--- config.mk ---
export PLATFORM = sky130hd
export DESIGN_NAME = decode_stage
export DESIGN_NICKNAME = d
export VERILOG_FILES = /design/src/rtl/decode_pkg.sv /design/src/rtl/rv32i_decode_comb.sv /design/src/rtl/decode_stage.sv
export SDC_FILE = /design/constraint.sdc
export NUM_CORES = 1
export LEC_CHECK = 0
export ABC_AREA = 1
export BUFFER_PORTS_ARGS = -buffer_cell sky130_fd_sc_hd__buf_4
export CAP_MARGIN = 0
export CELL_PAD_IN_SITES_DETAIL_PLACEMENT = 0
export CELL_PAD_IN_SITES_GLOBAL_PLACEMENT = 1
export CORE_ASPECT_RATIO = 0.8
export CORE_MARGIN = 10
export CORE_UTILIZATION = 37
export DETAILED_ROUTE_END_ITERATION = 10
export PLACE_DENSITY = 0.77
export SLEW_MARGIN = 20
export SYNTH_ARGS = -nofsm -noshare
export SYNTH_HDL_FRONTEND = slang
export SYNTH_SLANG_ARGS = --single-unit
--- constraint.sdc ---
create_clock -name clk -period 1.5 [get_ports clk]
set_input_delay 0.15 -clock clk [delete_from_list [all_inputs] [get_ports clk]]
set_output_delay 0.15 -clock clk [all_outputs]
set_load 0.1 [all_outputs]
--- src/rtl/decode_pkg.sv ---
// Shared RV32I decode definitions: opcodes, ALU op codes, op classes and the
// decoded-entry bundle carried through the decode stage.
package decode_pkg;

    localparam int DEC_XLEN    = 32;
    localparam int DEC_ALUOP_W = 8;

    localparam logic [6:0] OPC_OP     = 7'b0110011;
    localparam logic [6:0] OPC_OPIMM  = 7'b0010011;
    localparam logic [6:0] OPC_LOAD   = 7'b0000011;
    localparam logic [6:0] OPC_STORE  = 7'b0100011;
    localparam logic [6:0] OPC_BRANCH = 7'b1100011;
    localparam logic [6:0] OPC_JAL    = 7'b1101111;
    localparam logic [6:0] OPC_JALR   = 7'b1100111;
    localparam logic [6:0] OPC_LUI    = 7'b0110111;
    localparam logic [6:0] OPC_AUIPC  = 7'b0010111;

    localparam logic [DEC_ALUOP_W-1:0] ALU_NOP   = 8'h00;
    localparam logic [DEC_ALUOP_W-1:0] ALU_ADD   = 8'h01;
    localparam logic [DEC_ALUOP_W-1:0] ALU_SUB   = 8'h02;
    localparam logic [DEC_ALUOP_W-1:0] ALU_SLL   = 8'h03;
    localparam logic [DEC_ALUOP_W-1:0] ALU_SLT   = 8'h04;
    localparam logic [DEC_ALUOP_W-1:0] ALU_SLTU  = 8'h05;
    localparam logic [DEC_ALUOP_W-1:0] ALU_XOR   = 8'h06;
    localparam logic [DEC_ALUOP_W-1:0] ALU_SRL   = 8'h07;
    localparam logic [DEC_ALUOP_W-1:0] ALU_SRA   = 8'h08;
    localparam logic [DEC_ALUOP_W-1:0] ALU_OR    = 8'h09;
    localparam logic [DEC_ALUOP_W-1:0] ALU_AND   = 8'h0a;
    localparam logic [DEC_ALUOP_W-1:0] ALU_PASSB = 8'h0b;

    typedef enum logic [2:0] {
        CLS_ALU    = 3'd0,
        CLS_LOAD   = 3'd1,
        CLS_STORE  = 3'd2,
        CLS_BRANCH = 3'd3,
        CLS_JAL    = 3'd4,
        CLS_JALR   = 3'd5,
        CLS_LUI    = 3'd6,
        CLS_AUIPC  = 3'd7
    } op_class_e;

    typedef struct packed {
        logic [4:0]              rs1_addr;
        logic [4:0]              rs2_addr;
        logic [4:0]              w_addr;
        logic [DEC_XLEN-1:0]     imm;
        logic [DEC_ALUOP_W-1:0]  aluop;
        op_class_e               op_class;
        logic [2:0]              funct3;
        logic                    r1_enable;
        logic                    r2_enable;
        logic                    w_enable;
        logic                    imm_enable;
        logic                    illegal;
    } decoded_t;

    // funct3 -> ALU op for the non-alternate (funct7[5]=0) R/I arithmetic group
    function automatic logic [DEC_ALUOP_W-1:0] alu_base(input logic [2:0] f3);
        case (f3)
            3'b000:  return ALU_ADD;
            3'b001:  return ALU_SLL;
            3'b010:  return ALU_SLT;
            3'b011:  return ALU_SLTU;
            3'b100:  return ALU_XOR;
            3'b101:  return ALU_SRL;
            3'b110:  return ALU_OR;
            default: return ALU_AND;
        endcase
    endfunction

endpackage

--- src/rtl/rv32i_decode_comb.sv ---
// Pure combinational RV32I base-ISA decoder: raw instruction word to decoded_t.
module rv32i_decode_comb
    import decode_pkg::*;
(
    input  logic [31:0] instr,
    output decoded_t    dec
);

    logic [6:0]  opcode;
    logic [6:0]  funct7;
    logic [4:0]  rd;
    logic [4:0]  rs1;
    logic [4:0]  rs2;
    logic [2:0]  f3;
    logic [31:0] imm_i;
    logic [31:0] imm_s;
    logic [31:0] imm_b;
    logic [31:0] imm_u;
    logic [31:0] imm_j;

    assign opcode = instr[6:0];
    assign rd     = instr[11:7];
    assign f3     = instr[14:12];
    assign rs1    = instr[19:15];
    assign rs2    = instr[24:20];
    assign funct7 = instr[31:25];

    assign imm_i = {{20{instr[31]}}, instr[31:20]};
    assign imm_s = {{20{instr[31]}}, instr[31:25], instr[11:7]};
    assign imm_b = {{19{instr[31]}}, instr[31], instr[7], instr[30:25], instr[11:8], 1'b0};
    assign imm_u = {instr[31:12], 12'b0};
    assign imm_j = {{11{instr[31]}}, instr[31], instr[19:12], instr[20], instr[30:21], 1'b0};

    logic        legal;
    logic        use_rs1;
    logic        use_rs2;
    logic        use_rd;
    logic        use_imm;
    logic [31:0] imm;
    logic [7:0]  alu;
    op_class_e   cls;

    // Classify the opcode, pick the immediate format and check encoding legality
    always_comb begin
        legal   = 1'b1;
        use_rs1 = 1'b0;
        use_rs2 = 1'b0;
        use_rd  = 1'b0;
        use_imm = 1'b0;
        imm     = '0;
        alu     = ALU_NOP;
        cls     = CLS_ALU;
        case (opcode)
            OPC_OP: begin
                use_rs1 = 1'b1;
                use_rs2 = 1'b1;
                use_rd  = 1'b1;
                alu     = alu_base(f3);
                if (funct7 == 7'h20) begin
                    if (f3 == 3'b000)      alu = ALU_SUB;
                    else if (f3 == 3'b101) alu = ALU_SRA;
                    else                   legal = 1'b0;
                end else if (funct7 != 7'h00) begin
                    legal = 1'b0;
                end
            end
            OPC_OPIMM: begin
                use_rs1 = 1'b1;
                use_rd  = 1'b1;
                use_imm = 1'b1;
                imm     = imm_i;
                alu     = alu_base(f3);
                if (f3 == 3'b001 && funct7 != 7'h00) legal = 1'b0;
                if (f3 == 3'b101) begin
                    if (funct7 == 7'h20)      alu = ALU_SRA;
                    else if (funct7 != 7'h00) legal = 1'b0;
                end
            end
            OPC_LOAD: begin
                use_rs1 = 1'b1;
                use_rd  = 1'b1;
                use_imm = 1'b1;
                imm     = imm_i;
                alu     = ALU_ADD;
                cls     = CLS_LOAD;
                legal   = (f3 == 3'b000) || (f3 == 3'b001) || (f3 == 3'b010) ||
                          (f3 == 3'b100) || (f3 == 3'b101);
            end
            OPC_STORE: begin
                use_rs1 = 1'b1;
                use_rs2 = 1'b1;
                use_imm = 1'b1;
                imm     = imm_s;
                alu     = ALU_ADD;
                cls     = CLS_STORE;
                legal   = (f3 == 3'b000) || (f3 == 3'b001) || (f3 == 3'b010);
            end
            OPC_BRANCH: begin
                use_rs1 = 1'b1;
                use_rs2 = 1'b1;
                use_imm = 1'b1;
                imm     = imm_b;
                alu     = ALU_SUB;
                cls     = CLS_BRANCH;
                legal   = (f3 != 3'b010) && (f3 != 3'b011);
            end
            OPC_JAL: begin
                use_rd  = 1'b1;
                use_imm = 1'b1;
                imm     = imm_j;
                alu     = ALU_ADD;
                cls     = CLS_JAL;
            end
            OPC_JALR: begin
                use_rs1 = 1'b1;
                use_rd  = 1'b1;
                use_imm = 1'b1;
                imm     = imm_i;
                alu     = ALU_ADD;
                cls     = CLS_JALR;
                legal   = (f3 == 3'b000);
            end
            OPC_LUI: begin
                use_rd  = 1'b1;
                use_imm = 1'b1;
                imm     = imm_u;
                alu     = ALU_PASSB;
                cls     = CLS_LUI;
            end
            OPC_AUIPC: begin
                use_rd  = 1'b1;
                use_imm = 1'b1;
                imm     = imm_u;
                alu     = ALU_ADD;
                cls     = CLS_AUIPC;
            end
            default: legal = 1'b0;
        endcase
    end

    // Assemble the entry; unused fields are zeroed and illegal entries carry no enables
    always_comb begin
        dec        = '0;
        dec.funct3 = f3;
        if (legal) begin
            dec.rs1_addr   = use_rs1 ? rs1 : 5'd0;
            dec.rs2_addr   = use_rs2 ? rs2 : 5'd0;
            dec.w_addr     = use_rd  ? rd  : 5'd0;
            dec.imm        = use_imm ? imm : 32'd0;
            dec.aluop      = alu;
            dec.op_class   = cls;
            dec.r1_enable  = use_rs1;
            dec.r2_enable  = use_rs2;
            dec.w_enable   = use_rd & (rd != 5'd0);
            dec.imm_enable = use_imm;
        end else begin
            dec.illegal    = 1'b1;
        end
    end

endmodule

--- src/rtl/decode_stage.sv ---
// Registered RV32I decode stage with valid/ready on both sides, an optional
// skid entry for full throughput under backpressure, and synchronous flush.
module decode_stage
    import decode_pkg::*;
#(
    parameter int XLEN    = DEC_XLEN,
    parameter int PC_W    = 32,
    parameter int ALUOP_W = DEC_ALUOP_W,
    parameter bit SKID_EN = 1'b1
) (
    input  logic               clk,
    input  logic               rst_n,
    input  logic               flush,
    input  logic               in_valid,
    output logic               in_ready,
    input  logic [31:0]        in_instr,
    input  logic [PC_W-1:0]    in_pc,
    output logic               out_valid,
    input  logic               out_ready,
    output logic [PC_W-1:0]    out_pc,
    output logic [4:0]         rs1_addr,
    output logic [4:0]         rs2_addr,
    output logic [4:0]         w_addr,
    output logic [XLEN-1:0]    imm_number,
    output logic [ALUOP_W-1:0] aluop,
    output logic [2:0]         op_class,
    output logic [2:0]         funct3,
    output logic               r1_enable,
    output logic               r2_enable,
    output logic               w_enable,
    output logic               imm_enable,
    output logic               illegal
);

    decoded_t         dec_in;
    decoded_t         out_dec_q;
    decoded_t         skid_dec_q;
    logic [PC_W-1:0]  out_pc_q;
    logic [PC_W-1:0]  skid_pc_q;
    logic             out_valid_q;
    logic             skid_valid_q;
    logic             alive_q;
    logic             accept;
    logic             xfer;

    rv32i_decode_comb u_dec (
        .instr (in_instr),
        .dec   (dec_in)
    );

    // Without the skid entry, accepting while stalled is impossible, so the
    // same update rules serve both configurations; skid_valid_q then stays 0.
    assign in_ready = alive_q & (SKID_EN ? ~skid_valid_q : (out_ready | ~out_valid_q));
    assign accept   = in_valid & in_ready & ~flush;
    assign xfer     = out_valid_q & out_ready;

    // Holds in_ready low during reset and releases it on the first edge after
    always_ff @(posedge clk or negedge rst_n) begin
        if (!rst_n) alive_q <= 1'b0;
        else        alive_q <= 1'b1;
    end

    // Occupancy of the output and skid entries; flush wins over everything
    always_ff @(posedge clk or negedge rst_n) begin
        if (!rst_n) begin
            out_valid_q  <= 1'b0;
            skid_valid_q <= 1'b0;
        end else if (flush) begin
            out_valid_q  <= 1'b0;
            skid_valid_q <= 1'b0;
        end else if (!out_valid_q || xfer) begin
            if (skid_valid_q) begin
                out_valid_q  <= 1'b1;
                skid_valid_q <= 1'b0;
            end else begin
                out_valid_q  <= accept;
            end
        end else if (accept) begin
            skid_valid_q <= 1'b1;
        end
    end

    // Entry payloads: output reloads from skid first (FIFO), else from the input
    always_ff @(posedge clk or negedge rst_n) begin
        if (!rst_n) begin
            out_dec_q  <= '0;
            out_pc_q   <= '0;
            skid_dec_q <= '0;
            skid_pc_q  <= '0;
        end else if (!flush) begin
            if (!out_valid_q || xfer) begin
                if (skid_valid_q) begin
                    out_dec_q <= skid_dec_q;
                    out_pc_q  <= skid_pc_q;
                end else if (accept) begin
                    out_dec_q <= dec_in;
                    out_pc_q  <= in_pc;
                end
            end else if (accept) begin
                skid_dec_q <= dec_in;
                skid_pc_q  <= in_pc;
            end
        end
    end

    assign out_valid  = out_valid_q;
    assign out_pc     = out_pc_q;
    assign rs1_addr   = out_dec_q.rs1_addr;
    assign rs2_addr   = out_dec_q.rs2_addr;
    assign w_addr     = out_dec_q.w_addr;
    assign imm_number = XLEN'($signed(out_dec_q.imm));
    assign aluop      = ALUOP_W'(out_dec_q.aluop);
    assign op_class   = out_dec_q.op_class;
    assign funct3     = out_dec_q.funct3;
    assign r1_enable  = out_dec_q.r1_enable;
    assign r2_enable  = out_dec_q.r2_enable;
    assign w_enable   = out_dec_q.w_enable;
    assign imm_enable = out_dec_q.imm_enable;
    assign illegal    = out_dec_q.illegal;

endmodule

* After elaboration in Yosys (flattened, before gate mapping)
Cells that the tools add are included.
Storage, ports and cells: register bits after elaboration 199
Operators by class: equality and inequality tests 18, muxes and demuxes 39, bitwise logic cells 8, reductions and logical operators 24
Operators by type and width (count):
- 32-bit case mux with 5 select lines | 1
- 66-bit two-way mux | 2
- 32-bit two-way mux | 3
- 58-bit two-way mux | 1
- 8-bit case mux with 5 select lines | 1
- 7-bit by 6-bit == test with 1-bit output, second input constant | 4
- 4-bit case mux with 7 select lines | 1
- 8-bit two-way mux | 3
- 7-bit == test, second input constant | 3
- 3-bit case mux with 7 select lines | 1
- 1-bit two-way mux | 19
- 5-bit two-way mux | 3
- 7-bit by 5-bit == test with 1-bit output, second input constant | 2
- 4-bit two-way mux | 3
- 3-bit == test, second input constant | 3
- 3-bit OR reduction | 3
- 8-bit OR reduction | 1
- 7-bit by 2-bit == test with 1-bit output, second input constant | 1
- 1-bit case mux with 7 select lines | 1
- 7-bit nonzero test | 1
- 7-bit OR reduction | 1
- 3-bit by 2-bit == test with 1-bit output, second input constant | 2
- 3-bit by 2-bit != test with 1-bit output, second input constant | 2
- 3-bit AND reduction | 2
- 13 further kinds | 25

* Logic depth before layout (Yosys ltp)
Gate-level depths: netlist (run 1).
depth in word-level cells 10, mapped depth 14, depth with buffers taken out 14

* Modules after synthesis
A second synthesis (run 1) with hierarchy kept.
Second synthesis, totals: cell total of the unflattened synthesis 1477, area total of the unflattened synthesis 10417.5 um^2
Modules (own cells, without submodules):
- decode_stage | times used 1, cells an instance 1171, area each 8882.3 um^2, sequential area each 4979.8 um^2
- rv32i_decode_comb | times used 1, cells an instance 306, area each 1535.2 um^2, sequential area each 0.0 um^2

* Worst setup path after synthesis (run 1)
OpenSTA, ideal clock, no wires.
path type register to register, from register skid_valid_q, to register skid_pc_q[25], setup time 126 ps, data arrival time 2685 ps, path slack -1311 ps, stages on the path, launching flop included 8, path buffers 3, clock period less this slack 2811 ps, path through dfrtp_1 -> nor2_1 -> nand3_1 -> buf_2 -> inv_1 -> buf_4 -> buf_2 -> o21ai_0
Between the ends: cells in the longest elaborated chain, start to end 5
Ends and longest elaborated chain:
- start: declaration | line decode_stage.sv:41 | logic skid_valid_q;
- start signal: assignment | line decode_stage.sv:67 | skid_valid_q <= 1'b0;
- start signal: assignment | line decode_stage.sv:70 | skid_valid_q <= 1'b0;
- start signal: assignment | line decode_stage.sv:74 | skid_valid_q <= 1'b0;
- 1-bit inverter | line decode_stage.sv:53 | assign in_ready = alive_q & (SKID_EN ? ~skid_valid_q : (out_ready | ~out_valid_q));
- 1-bit AND | line decode_stage.sv:53
- via in_ready | line decode_stage.sv:15 | output logic in_ready,
- 1-bit AND (2 in a row) | line decode_stage.sv:54 | assign accept = in_valid & in_ready & ~flush;
- 3-bit AND reduction (no source line)
- end signal: assignment | line decode_stage.sv:101 | skid_pc_q <= in_pc;
- end: declaration | line decode_stage.sv:39 | logic [PC_W-1:0] skid_pc_q;
The timed path passes the listed nets, and every way through them passes these cells. A chain may end at the register's enable or synchronous reset.

* Worst setup path after layout (run 1)
from register skid_valid_q, to register out_dec_q (netlist bit w_enable)
Between the ends: cells in the longest elaborated chain, start to end 6, elaborated cells between the ends (all ways) 7
Ends and longest elaborated chain:
- 1-bit inverter | line decode_stage.sv:53
- 1-bit AND | line decode_stage.sv:53
- 1-bit AND (2 in a row) | line decode_stage.sv:54
- 2-bit nonzero test (no source line)
- 3-bit AND reduction (no source line)
- end signal: assignment | line decode_stage.sv:93 | out_dec_q <= skid_dec_q;
- end signal: assignment | line decode_stage.sv:96 | out_dec_q <= dec_in;
- end: declaration | line decode_stage.sv:36 | decoded_t out_dec_q;
Parallel ways exist; a longest one is shown, timed or not.

==> impl_metrics.yaml, run 1 <==
routing:
  routed_wirelength_um: 30700
  drcViolationCount: 0
  wl_per_cell_um: 16.7
  route.antenna.remaining_nets: 0
  drtPass1Iterations: 5
  route.vias.total: 8853
  viasPerCell: 4.82
  drtIter0Drc: 590
logic_synthesis:
  ys_seq_area_share_pct: 51.1
  ys_ff_latch: 191
  synth_cells: 1241
  ys_async_sr_fraction_pct: 100
  synth-main-ff-cell: "dfrtp_1"
  ys_types: 34
  mappedNetlistArea_sq_um: 9360
  avgSynthCellArea_sq_um: 7.54
  synth_edf_count: 0
  yosysWarnings: 0
job:
  cap_viol_max_count: 0
timing:
  maxClockFrequency_ghz: 0.660
  slew_viol_final: 0
  fin_skew_ps: 11.5
  hold_slack_ps: 16.1
  min_period_ps: 1520
  hold_viol_final: 0
  setup-tns-final_ps: -53.0
  rsz0062_at_grt: "yes"
  period_share_pct: 101
  setup_viol: 6
  fin_ws_ps: -15.4
floorplanning:
  io_pins: 169
  die_w_um: 198
  fp.dieH_um: 162
  core_region_area_sq_um: 24600
  dieArea_sq_um: 32100
  rows: 51
  initial_core_util_pct: 38.0
layout:
  layout_common_cells: "477 x nand2_1, 238 x buf_4, 189 x dfrtp_1, 130 x nor2_1, 106 x o21ai_0"
  syn2layout_area_growth_pct: 40.4
  finalInstanceArea_sq_um: 13100
  antennaDiodeCount: 0
  post-route-util_pct: 53.3
  nNetsFinal: 1575
  fill_cells: 2334
  drive_gt1_share_pct: 26.1
  multi_input_area_sq_um: 4030
  layout_commonest_cell: "nand2_1"
  regArea_sq_um: 4780
setup_path:
  arrival_ps: 1860
  cp-start-kind: "flip-flop"
  r2r_slack_ps: -20
  cp_data_required_time_ps: 1840
  rr_endpoint: "w_enable"
  r2r-start: "skid_valid_q"
  path_class: "reg -> reg"
  crit_fanout: 8
  reg2regPathDepth: 9
  end_kind: "flip-flop"
global_routing:
  grt_use_total_pct: 17.6
  grt_pass1_wl_um: 45100
  grt_max_degree: 75
  first_global_vias: 8313
  antenna_found_initial: 0
  grt.overflow.total: 0
pwr:
  p_leak_nw: 7.17
  swShare_pct: 35.9
  power_density_nw_per_um2: 1050
  pwr-share-seq_pct: 41.7
  clkPwrFrac_pct: 33.9
  switching_power_mw: 4.96
  intPower_mw: 8.85
  p_comb_share_pct: 24.3
  peakVddDrop_uv: 849
  finalPower_mw: 13.8
clock_tree:
  cts_buffers: 17
  insertion_delay_ps: 450
  clock_sinks: 191
  h-tree-depth: 4
  cts_tree: "built"
  clk_pin_slew_worst_paths_ps: 80
  clock_path_buffers: 2
  cts_root_buf: "clkbuf_16"
place:
  port-buffer-count: 164
  dpl_cell_area_sq_um: 11500
  gp_congestion: 0.851
  dp_hpwl_um: 19800
hold_path:
  min-delay-start: "in_instr[23]"
  hold_class: "in -> reg"
  worstHoldPathCells: 3
  whs_endpoint: "skid_dec_q[59]"
status:
  violations: "setup timing"
  status: "complete, but fails checks"
synth_stat cells, types with 2 or more instances:
cell type / count / area [sq um]
nand2_1: 489 / 1840
dfrtp_1: 191 / 4780
nor2_1: 139 / 522
o21ai_0: 112 / 561
o21ai_1: 65 / 325
inv_1: 58 / 218
clkbuf_1: 36 / 135
nand3_1: 34 / 170
buf_2: 26 / 130
nand3_2: 15 / 150
inv_2: 13 / 48.8
nand2_2: 11 / 68.8
a21oi_1: 9 / 45.0
nor2_2: 7 / 43.8
buf_4: 6 / 45.0
buf_6: 4 / 45.0
nor2_4: 3 / 33.8
o211ai_1: 3 / 22.5
buf_8: 2 / 30.0
conb_1: 2 / 7.51
nand2_4: 2 / 22.5
nor3_1: 2 / 10.0
power groups by stage:
stage          Clock, mW  Combinational [mW]  Sequential, mW
3_3_place_gp           0                3.15            5.85
5_1_grt             5.03                3.56            5.81
4_1_cts             4.80                3.26            5.76
6_report            4.69                3.36            5.76
2_1_floorplan          0               0.694            7.33
3_5_place_dp           0                3.17            5.86
final cells by class:
cell class,instances,area share (%)
Timing Repair inverter,2,0.171
Inverter,72,2.33
Tap cell,318,3.03
Clock inverter,14,1.31
Sequential cell,191,36.4
Clock buffer,17,3.24
Multi-Input combinational cell,907,30.7
Timing Repair Buffer,315,22.8
stage by stage:
step,setup slack (ps),instances
after floorplan,-235,1244
after detailed placement,-274,1744
after global routing,-92.7,1836
final,-15.4,1836
after global placement,-315,1744
after CTS,-28.9,1813
routing by layer:
layer  share of wire, %  vias to the layer above  global-route usage (%)
li1                   -                     4404                       -
met1                 48                     4208                    24.7
met2                 45                      218                    26.3
met3                6.2                       23                    4.48
met4                1.2                        0                    4.57
met5                  0                        -                       0
state kept, by name, summed over array words and instances, names as in the netlist, 4 cells and up:
signal	cells
out_pc	32
rs2_addr	5
skid_pc_q	32
imm_number	32
aluop	4
skid_dec_q	62
w_addr	5
rs1_addr	5
how the worst max path moves through the flow:
stage               cells after the start          from       endpoint  slack (ps)
floorplan                               8       alive_q  skid_pc_q[25]        -230
global placement                       10   in_instr[3]  imm_number[0]        -310
detailed placement                     14   in_instr[1]      w_addr[2]        -270
CTS                                     3  skid_valid_q       in_ready         -30
global route                            9       alive_q      r2_enable         -90
finish                                  9  skid_valid_q       w_enable         -20
cell families (layout without fill, tap and decap cells):
group,after synthesis,count (layout),synth area share (%)
AOI/OAI and AO/OA,196,196,10.8
DFF,191,191,51.1
and+or+nand+nor,706,706,31.0
buffers and inverters,146,420,7.03
other,2,5,0.0803
critical path: stages, from the launching register on:
cell	delay (ps)
dfrtp_2	400
a21oi_2	50
or2_4	240
nor2_4	100
buf_12	160
inv_16	70
buf_16	150
buf_12	140
nand2_1	60
nand2_1	50
repair_timing:
action / CTS / global route
setup buffers: 2 / 4
endpoints found under the hold margin: 235 / 0
hold buffers: 36 / 0
setup endpoints to repair: 15 / 109
pin swaps: 2 / 5
gates cloned: 0 / 19
resized for setup: 7 / 54
Power figures use the tool's default switching activity.
==> run 2: changes to the inputs <==
--- a/config.mk
+++ b/config.mk
@@ -6,11 +6,10 @@
 export NUM_CORES = 1
 export LEC_CHECK = 0
 export ABC_AREA = 1
-export BUFFER_PORTS_ARGS = -buffer_cell sky130_fd_sc_hd__buf_4
+export BUFFER_PORTS_ARGS = -buffer_cell sky130_fd_sc_hd__buf_2
 export CAP_MARGIN = 0
 export CELL_PAD_IN_SITES_DETAIL_PLACEMENT = 0
 export CELL_PAD_IN_SITES_GLOBAL_PLACEMENT = 1
-export CORE_ASPECT_RATIO = 0.8
 export CORE_MARGIN = 10
 export CORE_UTILIZATION = 37
 export DETAILED_ROUTE_END_ITERATION = 10
==> impl_metrics.yaml, run 2 (same netlist as run 1, synthesis figures left out) <==
layout:
  drive_gt1_share_pct: 30.1
  top_register: "skid_dec_q"
  finalInstanceArea_sq_um: 13300
  largest_register_ffs: 62
  fill_cells: 2364
  nNetsFinal: 1575
  layout.cells.non_filler: 1850
  syn2layout_area_growth_pct: 42.2
  layout_commonest_cell: "nand2_1"
  layout_common_cells: "452 x nand2_1, 189 x dfrtp_1, 161 x buf_2, 137 x nor2_1, 86 x o21ai_0"
setup_path:
  r2r_slack_ps: -70
  end_kind: "flip-flop"
  cp-start-kind: "flip-flop"
  reg2regPathDepth: 10
  path_class: "reg -> reg"
  crit_fanout: 7
  arrival_ps: 1900
  cp_data_required_time_ps: 1820
place:
  dpl_cell_area_sq_um: 11200
  place_inst: 1754
  pre_cts_slack_ps: -308
  gp_congestion: 0.880
  dp_hpwl_um: 19500
  port-buffer-count: 164
routing:
  route.vias.total: 9048
  drcViolationCount: 0
  drtIter0Drc: 837
  viasPerCell: 4.89
  routed_wirelength_um: 32400
  wl_per_cell_um: 17.5
  drtPass1Iterations: 5
  route.antenna.remaining_nets: 0
floorplanning:
  initial_core_util_pct: 37.4
  io_pins: 169
  fp.dieH_um: 179
  core_region_area_sq_um: 25000
  die_w_um: 179
  dieArea_sq_um: 32000
  rows: 58
global_routing:
  grt.overflow.total: 0
  antenna_found_initial: 1
  first_global_vias: 8926
  grt_use_total_pct: 19.8
  grt_max_degree: 65
  grt_pass1_wl_um: 49500
clock_tree:
  insertion_delay_ps: 450
  h-tree-depth: 4
  cts_tree: "built"
  clk_pin_slew_worst_paths_ps: 90
  clock_path_buffers: 2
  cts_root_buf: "clkbuf_16"
  cts_buffers: 17
  clock_sinks: 191
timing:
  min_period_ps: 1570
  hold_slack_ps: 23.1
  hold_viol_final: 0
  maxClockFrequency_ghz: 0.636
  fin_ws_ps: -72.6
  slew_viol_final: 0
  period_share_pct: 105
  relSlewSlack_pct: 63.6
  fin_skew_ps: 12.3
  rsz0062_at_grt: "yes"
  setup_viol: 62
  worst_slew_pin_slew_ps: 549
job:
  cap_viol_max_count: 0
hold_path:
  worstHoldPathCells: 4
  hold_class: "in -> reg"
status:
  violations: "setup timing"
  status: "complete, but fails checks"
pwr:
  power_density_nw_per_um2: 1050
  peakVddDrop_uv: 786
  p_leak_nw: 7.33
run 2: cell count changes in the layout (fill, tap and decap cells not counted), sizes merged:
cell         change
bufinv           -1
inv              +2
clkbuf           -6
diode            +1
clkinv           -2
dlygate4sd3      -2
buf             +10
run 2: power breakdown:
part | total, mW | switching [mW] | leakage [nW] | internal [mW]
Combinational | 3.17 | 2.46 | 4.52 | 0.714
Clock | 4.98 | 2.59 | 0.313 | 2.39
Sequential | 5.76 | 0.182 | 2.50 | 5.58
run 2: layer usage:
layer  GRT usage (%)  vias up  part of all wire [%]
met2            31.4      286                    47
met1            26.1     4295                    45
met3            4.57       38                   6.2
li1                -     4429                     -
met5               0        -                     0
met4            6.68        0                   2.1
run 2: worst paths after layout:
check	start	endpoint
hold reg to reg	w_addr[0]	w_addr[0]
setup reg to reg	out_valid	skid_dec_q[65]
max in group asynchronous	rst_n	rs2_addr[0]
min in group asynchronous	rst_n	skid_dec_q[44]
setup / recovery	out_valid	skid_dec_q[65]
hold / removal	out_ready	skid_valid_q
run 2: final cells by class:
class                   instances  area (sq um)  share of cell area, %
clock buffers                  17           425                   3.20
diodes                          1          2.50                 0.0188
flip-flops and latches        191          4780                   36.0
clock inverters                15           225                   1.69
inverters                      72           298                   2.24
repair buffers                317          2860                   21.5
multi-input cells             907          4300                   32.3
well taps                     330           413                   3.10
run 2: stage by stage:
step | util [%] | total power [mW] | setup TNS, ps
finish | 53.1 | 13.9 | -2170
global route | 53.1 | 14.5 | -8890
CTS | 51.7 | 14.0 | -3070
detailed placement | 44.7 | 8.85 | -22980
global placement | 44.7 | 8.82 | -21750
floorplan | - | 8.02 | -23070
run 2: timing repair:
item	in CTS	in global routing
resized for setup	105	63
setup buffers	6	2
hold buffers	34	0
hold endpoints to repair	96	0
endpoints found under the setup margin	121	188
pin swaps	27	4
gates cloned	14	7
run 2: critical path: stages, from the launching register on:
cell and delay [ps]:
dfrtp_4 420, inv_2 40, nor2_4 110, inv_2 70
nor2_4 100, nand3_4 110, buf_12 170, buf_12 150
buf_16 160, nand2_4 60, nand2_1 60
